==> src/rtl/intc_multi_pkg.sv <==
// Shared definitions for the multi-channel interrupt controller: CSR bus widths,
// register offsets within a bank and the bank/mask helpers.
package intc_multi_pkg;

  localparam int CSR_AW   = 5;
  localparam int CSR_DW   = 8;
  localparam int MAX_INTS = 16;

  typedef enum logic [1:0] {
    IE_OFF   = 2'd0,
    IP_OFF   = 2'd1,
    TYPE_OFF = 2'd2,
    POL_OFF  = 2'd3
  } csr_off_e;

  function automatic int calc_nbanks(input int num_ints);
    return (num_ints + 7) / 8;
  endfunction

  function automatic logic [MAX_INTS-1:0] valid_mask(input int num_ints);
    return MAX_INTS'((32'd1 << num_ints) - 32'd1);
  endfunction

endpackage

==> src/rtl/intc_multi_if.sv <==
// Shared 5-bit CSR bus driven by the I2C slave; every register block is a slave.
interface intc_multi_if;
  import intc_multi_pkg::*;

  logic [CSR_AW-1:0] csr_a;
  logic [CSR_DW-1:0] csr_di;
  logic              csr_we;
  logic [CSR_DW-1:0] csr_do;

  modport master (output csr_a, csr_di, csr_we, input csr_do);
  modport slave  (input csr_a, csr_di, csr_we, output csr_do);
endinterface

==> src/rtl/intc_multi_int_channel.sv <==
// One interrupt channel: input synchroniser, previous-sample flop, edge/level
// detection and the pending flop.
module int_channel #(
  parameter int SYNC_STAGES = 2
) (
  input  logic clk,
  input  logic rst,
  input  logic i_int,
  input  logic i_type,     // 1 = edge, 0 = level
  input  logic i_pol,      // 1 = rising/high, 0 = falling/low
  input  logic i_clr,      // write-1-to-clear strobe
  input  logic i_type_wr,  // TYPE bit written to edge this cycle
  output logic o_pending
);

  logic w_s;
  logic w_event;
  logic r_p;
  logic r_ip;

  generate
    if (SYNC_STAGES == 0) begin : g_nosync
      assign w_s = i_int;
    end else begin : g_sync
      logic [SYNC_STAGES-1:0] r_sync;
      // NOTE: synchroniser flops carry no reset; they flush within SYNC_STAGES clocks anyway.
      always_ff @(posedge clk) begin
        r_sync[0] <= i_int;
        for (int k = 1; k < SYNC_STAGES; k++) r_sync[k] <= r_sync[k-1];
      end
      assign w_s = r_sync[SYNC_STAGES-1];
    end
  endgenerate

  // Tracking continues through reset so a level held across reset is not an edge.
  always_ff @(posedge clk) r_p <= w_s;

  assign w_event = i_pol ? (w_s & ~r_p) : (~w_s & r_p);

  // NOTE: sequential state uses non-blocking assignments so every flop samples pre-edge values.
  always_ff @(posedge clk) begin
    if (rst)                      r_ip <= 1'b0;
    else if (i_type_wr && !i_type) r_ip <= w_event;
    else if (i_type)               r_ip <= w_event | (r_ip & ~i_clr);
    else                           r_ip <= w_s ^ ~i_pol;
  end

  assign o_pending = r_ip;

endmodule

==> src/rtl/intc_multi.sv <==
// Parametrised interrupt controller: CSR decode, IE/TYPE/POL registers,
// read mux and the registered combined irq.
module intc_multi
  import intc_multi_pkg::*;
#(
  parameter logic [4:0]  BASE_ADDR   = 5'h1c,
  parameter int          NUM_INTS    = 8,
  parameter int          SYNC_STAGES = 2,
  parameter logic [15:0] DFL_IE      = 16'h0,
  parameter logic [15:0] DFL_TYPE    = 16'h0,
  parameter logic [15:0] DFL_POL     = 16'h0
) (
  input  logic                clk,
  input  logic                rst,
  intc_multi_if.slave         csr,
  input  logic [NUM_INTS-1:0] i_int,
  output logic                o_irq
);

  localparam int                 NBANKS = calc_nbanks(NUM_INTS);
  localparam logic [MAX_INTS-1:0] VALID  = valid_mask(NUM_INTS);

  logic [5:0]          w_rel;
  logic                w_hit;
  logic                w_bank;
  logic                w_wr;
  csr_off_e            w_off;
  logic [MAX_INTS-1:0] w_lane;
  logic [MAX_INTS-1:0] w_wdata;
  logic [MAX_INTS-1:0] w_ip;
  logic [MAX_INTS-1:0] w_word;
  logic [NUM_INTS-1:0] w_clr;
  logic [NUM_INTS-1:0] w_type_wr;

  logic [MAX_INTS-1:0] r_ie;
  logic [MAX_INTS-1:0] r_type;
  logic [MAX_INTS-1:0] r_pol;
  logic                r_irq;

  // Addresses below the base wrap to large values and fall out of range.
  assign w_rel   = {1'b0, csr.csr_a} - {1'b0, BASE_ADDR};
  assign w_hit   = (w_rel < 6'(4 * NBANKS));
  assign w_bank  = w_rel[2];
  assign w_off   = csr_off_e'(w_rel[1:0]);
  assign w_lane  = VALID & (w_bank ? 16'hff00 : 16'h00ff);
  assign w_wdata = {2{csr.csr_di}} & w_lane;
  assign w_wr    = csr.csr_we & w_hit;

  assign w_clr     = (w_wr && w_off == IP_OFF)   ? w_wdata[NUM_INTS-1:0] : '0;
  assign w_type_wr = (w_wr && w_off == TYPE_OFF) ? w_wdata[NUM_INTS-1:0] : '0;

  always_ff @(posedge clk) begin
    if (rst) begin
      r_ie   <= DFL_IE   & VALID;
      r_type <= DFL_TYPE & VALID;
      r_pol  <= DFL_POL  & VALID;
    end else if (w_wr) begin
      case (w_off)
        IE_OFF:   r_ie   <= (r_ie   & ~w_lane) | w_wdata;
        TYPE_OFF: r_type <= (r_type & ~w_lane) | w_wdata;
        POL_OFF:  r_pol  <= (r_pol  & ~w_lane) | w_wdata;
        default:  ;
      endcase
    end
  end

  generate
    for (genvar i = 0; i < MAX_INTS; i++) begin : g_ch
      if (i < NUM_INTS) begin : g_used
        int_channel #(.SYNC_STAGES(SYNC_STAGES)) u_ch (
          .clk       (clk),
          .rst       (rst),
          .i_int     (i_int[i]),
          .i_type    (r_type[i]),
          .i_pol     (r_pol[i]),
          .i_clr     (w_clr[i]),
          .i_type_wr (w_type_wr[i]),
          .o_pending (w_ip[i])
        );
      end else begin : g_unused
        assign w_ip[i] = 1'b0;
      end
    end
  endgenerate

  // NOTE: every combinational output gets a default first so no latch is inferred.
  always_comb begin
    w_word     = '0;
    csr.csr_do = '0;
    case (w_off)
      IE_OFF:   w_word = r_ie;
      IP_OFF:   w_word = w_ip;
      TYPE_OFF: w_word = r_type;
      POL_OFF:  w_word = r_pol;
      default:  w_word = '0;
    endcase
    if (w_hit) csr.csr_do = w_bank ? w_word[15:8] : w_word[7:0];
  end

  always_ff @(posedge clk) begin
    if (rst) r_irq <= 1'b0;
    else     r_irq <= |(w_ip & r_ie);
  end

  assign o_irq = r_irq;

endmodule

==> src/flat_wrapper.sv <==
// flat-port wrapper written by rule: the top's interface ports become plain ports
module intc_multi_flat import intc_multi_pkg::*;
#(
  parameter logic [4:0]  BASE_ADDR   = 5'h1c,
  parameter int          NUM_INTS    = 8,
  parameter int          SYNC_STAGES = 2,
  parameter logic [15:0] DFL_IE      = 16'h0,
  parameter logic [15:0] DFL_TYPE    = 16'h0,
  parameter logic [15:0] DFL_POL     = 16'h0
)
  (clk, rst, i_int, o_irq, csr_csr_a, csr_csr_di, csr_csr_we, csr_csr_do);
  intc_multi_if csr_i ();
  input  logic clk;
  input  logic rst;
  input  logic [NUM_INTS-1:0] i_int;
  output logic o_irq;
  input wire logic [$bits(csr_i.csr_a)-1:0] csr_csr_a;
  input wire logic [$bits(csr_i.csr_di)-1:0] csr_csr_di;
  input wire logic [$bits(csr_i.csr_we)-1:0] csr_csr_we;
  output wire logic [$bits(csr_i.csr_do)-1:0] csr_csr_do;
  assign csr_i.csr_a = csr_csr_a;
  assign csr_i.csr_di = csr_csr_di;
  assign csr_i.csr_we = csr_csr_we;
  assign csr_csr_do = csr_i.csr_do;
  intc_multi #(.BASE_ADDR(BASE_ADDR), .NUM_INTS(NUM_INTS), .SYNC_STAGES(SYNC_STAGES), .DFL_IE(DFL_IE), .DFL_TYPE(DFL_TYPE), .DFL_POL(DFL_POL)) u_core (.clk(clk), .rst(rst), .csr(csr_i), .i_int(i_int), .o_irq(o_irq));
endmodule
==> config.mk <==
export PLATFORM = sky130hd
export DESIGN_NAME = intc_multi_flat
export DESIGN_NICKNAME = d
export VERILOG_FILES = /design/src/rtl/intc_multi_pkg.sv /design/src/rtl/intc_multi_if.sv /design/src/rtl/intc_multi_int_channel.sv /design/src/rtl/intc_multi.sv /design/src/flat_wrapper.sv
export SDC_FILE = /design/constraint.sdc
export NUM_CORES = 1
export LEC_CHECK = 0
export BUFFER_PORTS_ARGS = -buffer_cell sky130_fd_sc_hd__buf_2
export CAP_MARGIN = 20
export CORE_ASPECT_RATIO = 0.9
export CORE_UTILIZATION = 55
export CTS_BUF_LIST = sky130_fd_sc_hd__clkbuf_16
export DETAILED_ROUTE_END_ITERATION = 6
export PLACE_DENSITY = 0.75
export SKIP_CTS_REPAIR_TIMING = 1
export SLEW_MARGIN = 20
export SYNTH_ARGS = -nofsm -noshare
export SYNTH_HDL_FRONTEND = slang
export SYNTH_SLANG_ARGS = --single-unit
==> constraint.sdc <==
create_clock -name clk -period 4.15 [get_ports clk]
set_clock_uncertainty 0.1 [all_clocks]
set_input_delay 0.83 -clock clk [delete_from_list [all_inputs] [get_ports clk]]
set_output_delay 0.83 -clock clk [all_outputs]
set_load 0.05 [all_outputs]
==> results by group <==
Finish
  – Multi-input logic area: 0.00125 sq mm
  – Non-filler instance count after layout: 349
  – Post-route cell area: 0.00295 sq mm
  – Final-layout fill cell count: 332
  – P&R area growth vs syn: 17.6%
  – Final core occ: 0.700
  – Final antenna diode count: 0
  – Fraction of final layout cells sized beyond drive strength 1: 0.194
  – Leading cell type in the layout, fill and taps excluded: dfxtp_1
  – Most frequent cells in the layout: dfxtp_1, nand3_1, buf_2, o21ai_0, a21oi_1
  – Fin nets: 309
  – FF+latch area: 0.00114 sq mm

Clock tree
  – CTS tree: yes
  – Root buffer cell: clkbuf_16
  – H-tree Lvls: 3
  – Clk buf depth: 2
  – Sink Count: 57
  – CTS buffer count: 9
  – Worst-skew pair later-pin latency: 0.32 ns
  – Clock slew at reported path FFs: 0.05 ns

Global routing
  – Vias in the first global route: 1873
  – Largest net degree at the start of global routing: 34
  – GR Overflow Total: 0
  – GRT Util Overall: 0.262
  – First-pass GRT wire length: 9110 um
  – Initial antenna violation count: 0

Setup path
  – Crit. End Element: primary output
  – Crit Path Max Fanout: 12
  – R2R cell count: 3
  – Worst path max stage delay: 0.54 ns
  – Most frequent cell on the critical path: buf_2
  – Critical path cell sequence: buf_2, mux4_2, nor2b_1, buf_2
  – Delay-heaviest family, CP: buffers and inverters
  – CP max stage cell: mux4_2
  – CP startpoint kind: input pin
  – Critical path buffers and inverters: 2
  – WS Path Type: in -> out
  – Crit path depth: 4
  – Critical path data required time: 3.22 ns
  – Worst EP arrival: 2.08 ns

Yosys
  – Unique masters post-synth: 31
  – Share of the synthesized area in the top cell type: 0.455
  – Mean Syn Cell Area: 9.72 sq um
  – Mapped Cells: 258
  – Dominant cell type by area after synthesis: dfxtp_1
  – Post-Synth XOR/XNOR Area: 0.0279
  – Post-synthesis mux area share: 0.0719
  – Register area share after synthesis: 0.455
  – Adder-Cell Fraction of Synth Area: 0
  – Yosys warns: 0
  – Cell Area, Synth: 0.00251 sq mm
  – Simple-Gate Fraction of Synth Area: 0.136
  – #FFs+latches synth: 57
  – Largest family of logic cells by synthesized area: compound AO/OA/AOI/OAI gates
  – Largest cells by area after synthesis: dfxtp_1, mux4_2, nand3_1
  – Synth Area in Compound Gates: 0.264
  – Synthesized Nets: 282

Pwr
  – Tot Pwr: 1.42 mW
  – Power density over the cells: 482 mW/mm^2
  – Max VDD drop: 0.406 mV
  – Pleak: 1.12 nW

Timing
  – Finish-stage setup viols: 0
  – Worst-Margin Slew: 0.929 ns
  – RSZ-0062 raised after global routing: no
  – Setup_tns: 0 ns
  – Period utilization: 0.724
  – Final min period: 3.01 ns
  – Max Clk Rate: 333 MHz
  – WHS: 0.219 ns
  – Max Slew Vio Count: 0
  – Final setup margin: 1.14 ns
  – Slew HR: 0.380
  – Fin. Hold Viols: 0

Worst hold path
  – Hold crit path type: reg -> reg
  – Worst Hold Depth: 0

Routing
  – Initial DRC count: 165
  – Drt wl/cell: 16.3 um
  – Via/cell ratio: 6.07
  – DRT Pass-1 Iters: 4
  – DRC: 0
  – Routed Antenna Nets: 0
  – Final WL: 5700 um
  – Routed vias: 2119

Run
  – MaxCap Viol Count: 0

Place
  – Placed inst area: 0.00265 sq mm
  – Pre-CTS WS: 1.15 ns
  – Placed cells: 334
  – GPL Wtd Cong: 0.794
  – IO Port Bufs: 32
  – Detail Placement HPWL: 3340 um

Die
  – Die area: 0.00483 sq mm
  – I/O pins: 33
  – Initial Utilization: 0.595
  – Chip height: 66.1 um
  – Row count: 22
  – Die width: 73.2 um
  – Core footprint: 0.00421 sq mm

Run status
  – Status: complete, no violations
final cells by class:
class	count	area share
Clock inverter	6	0.0255
Clock buffer	9	0.0764
Inverter	1	0.00127
Tap cell	60	0.0255
Timing Repair Buffer	34	0.0594
Multi-Input combinational cell	182	0.425
Sequential cell	57	0.387
per-layer routing:
metal	GRT usage	wire, um	vias up
li1	-	-	1021
met4	0.0809	64	0
met2	0.410	2700	69
met1	0.336	2530	1023
met3	0.0960	406	6
met5	0	0	-
kinds of logic after synthesis:
| kind of cell | count (synthesis) |
|---|---|
| compound gates | 100 |
| simple gates | 66 |
| flops | 57 |
| buf+inv | 19 |
| xor+xnor | 8 |
| mux | 8 |
cell usage after synthesis:
master / instances
nand4_1: 1
clkbuf_1: 6
nor2_1: 8
dfxtp_1: 57
nor2b_1: 10
o21bai_1: 7
nand2_1: 9
nand4b_1: 1
a21oi_1: 25
a41oi_1: 6
a22oi_1: 4
nand3_1: 32
a2bb2oi_1: 8
a21o_1: 8
buf_6: 3
inv_1: 1
a211o_1: 7
nor3b_1: 1
buf_2: 5
and2_0: 1
buf_4: 3
o211ai_1: 1
xor2_1: 7
clkbuf_2: 1
mux4_2: 8
o21ai_0: 31
xnor2_1: 1
and4_1: 1
and4b_1: 1
nand2b_1: 1
a41oi_2: 3
power breakdown:
group          switching, mW  leakage, nW  internal, mW
clock                  0.237        0.149         0.512
sequential            0.0137        0.471         0.569
combinational         0.0514        0.501        0.0370
path summary, 6_finish.rpt:
| kind | slack, ns | startpoint | endpoint |
|---|---|---|---|
| hold / removal | 0.22 | u_core.g_ch[5].g_used.u_ch.g_sync.r_sync[0]$_DFF_P_ | u_core.g_ch[5].g_used.u_ch.g_sync.r_sync[1]$_DFF_P_ |
| setup / recovery | 1.14 | csr_csr_a[0] | csr_csr_do[3] |
| setup reg to reg | 2.96 | flip-flop | u_core.g_ch[0].g_used.u_ch.o_pending$_SDFF_PP0_ |
| hold reg to reg | 0.22 | u_core.g_ch[5].g_used.u_ch.g_sync.r_sync[0]$_DFF_P_ | u_core.g_ch[5].g_used.u_ch.g_sync.r_sync[1]$_DFF_P_ |
worst reg2reg max path, stage by stage, from the launching register on:
cell and delay [ns]:
dfxtp_1 0.34, xor2_1 0.17, a211o_1 0.28, a41oi_1 0.22
Power figures use the tool's default switching activity.
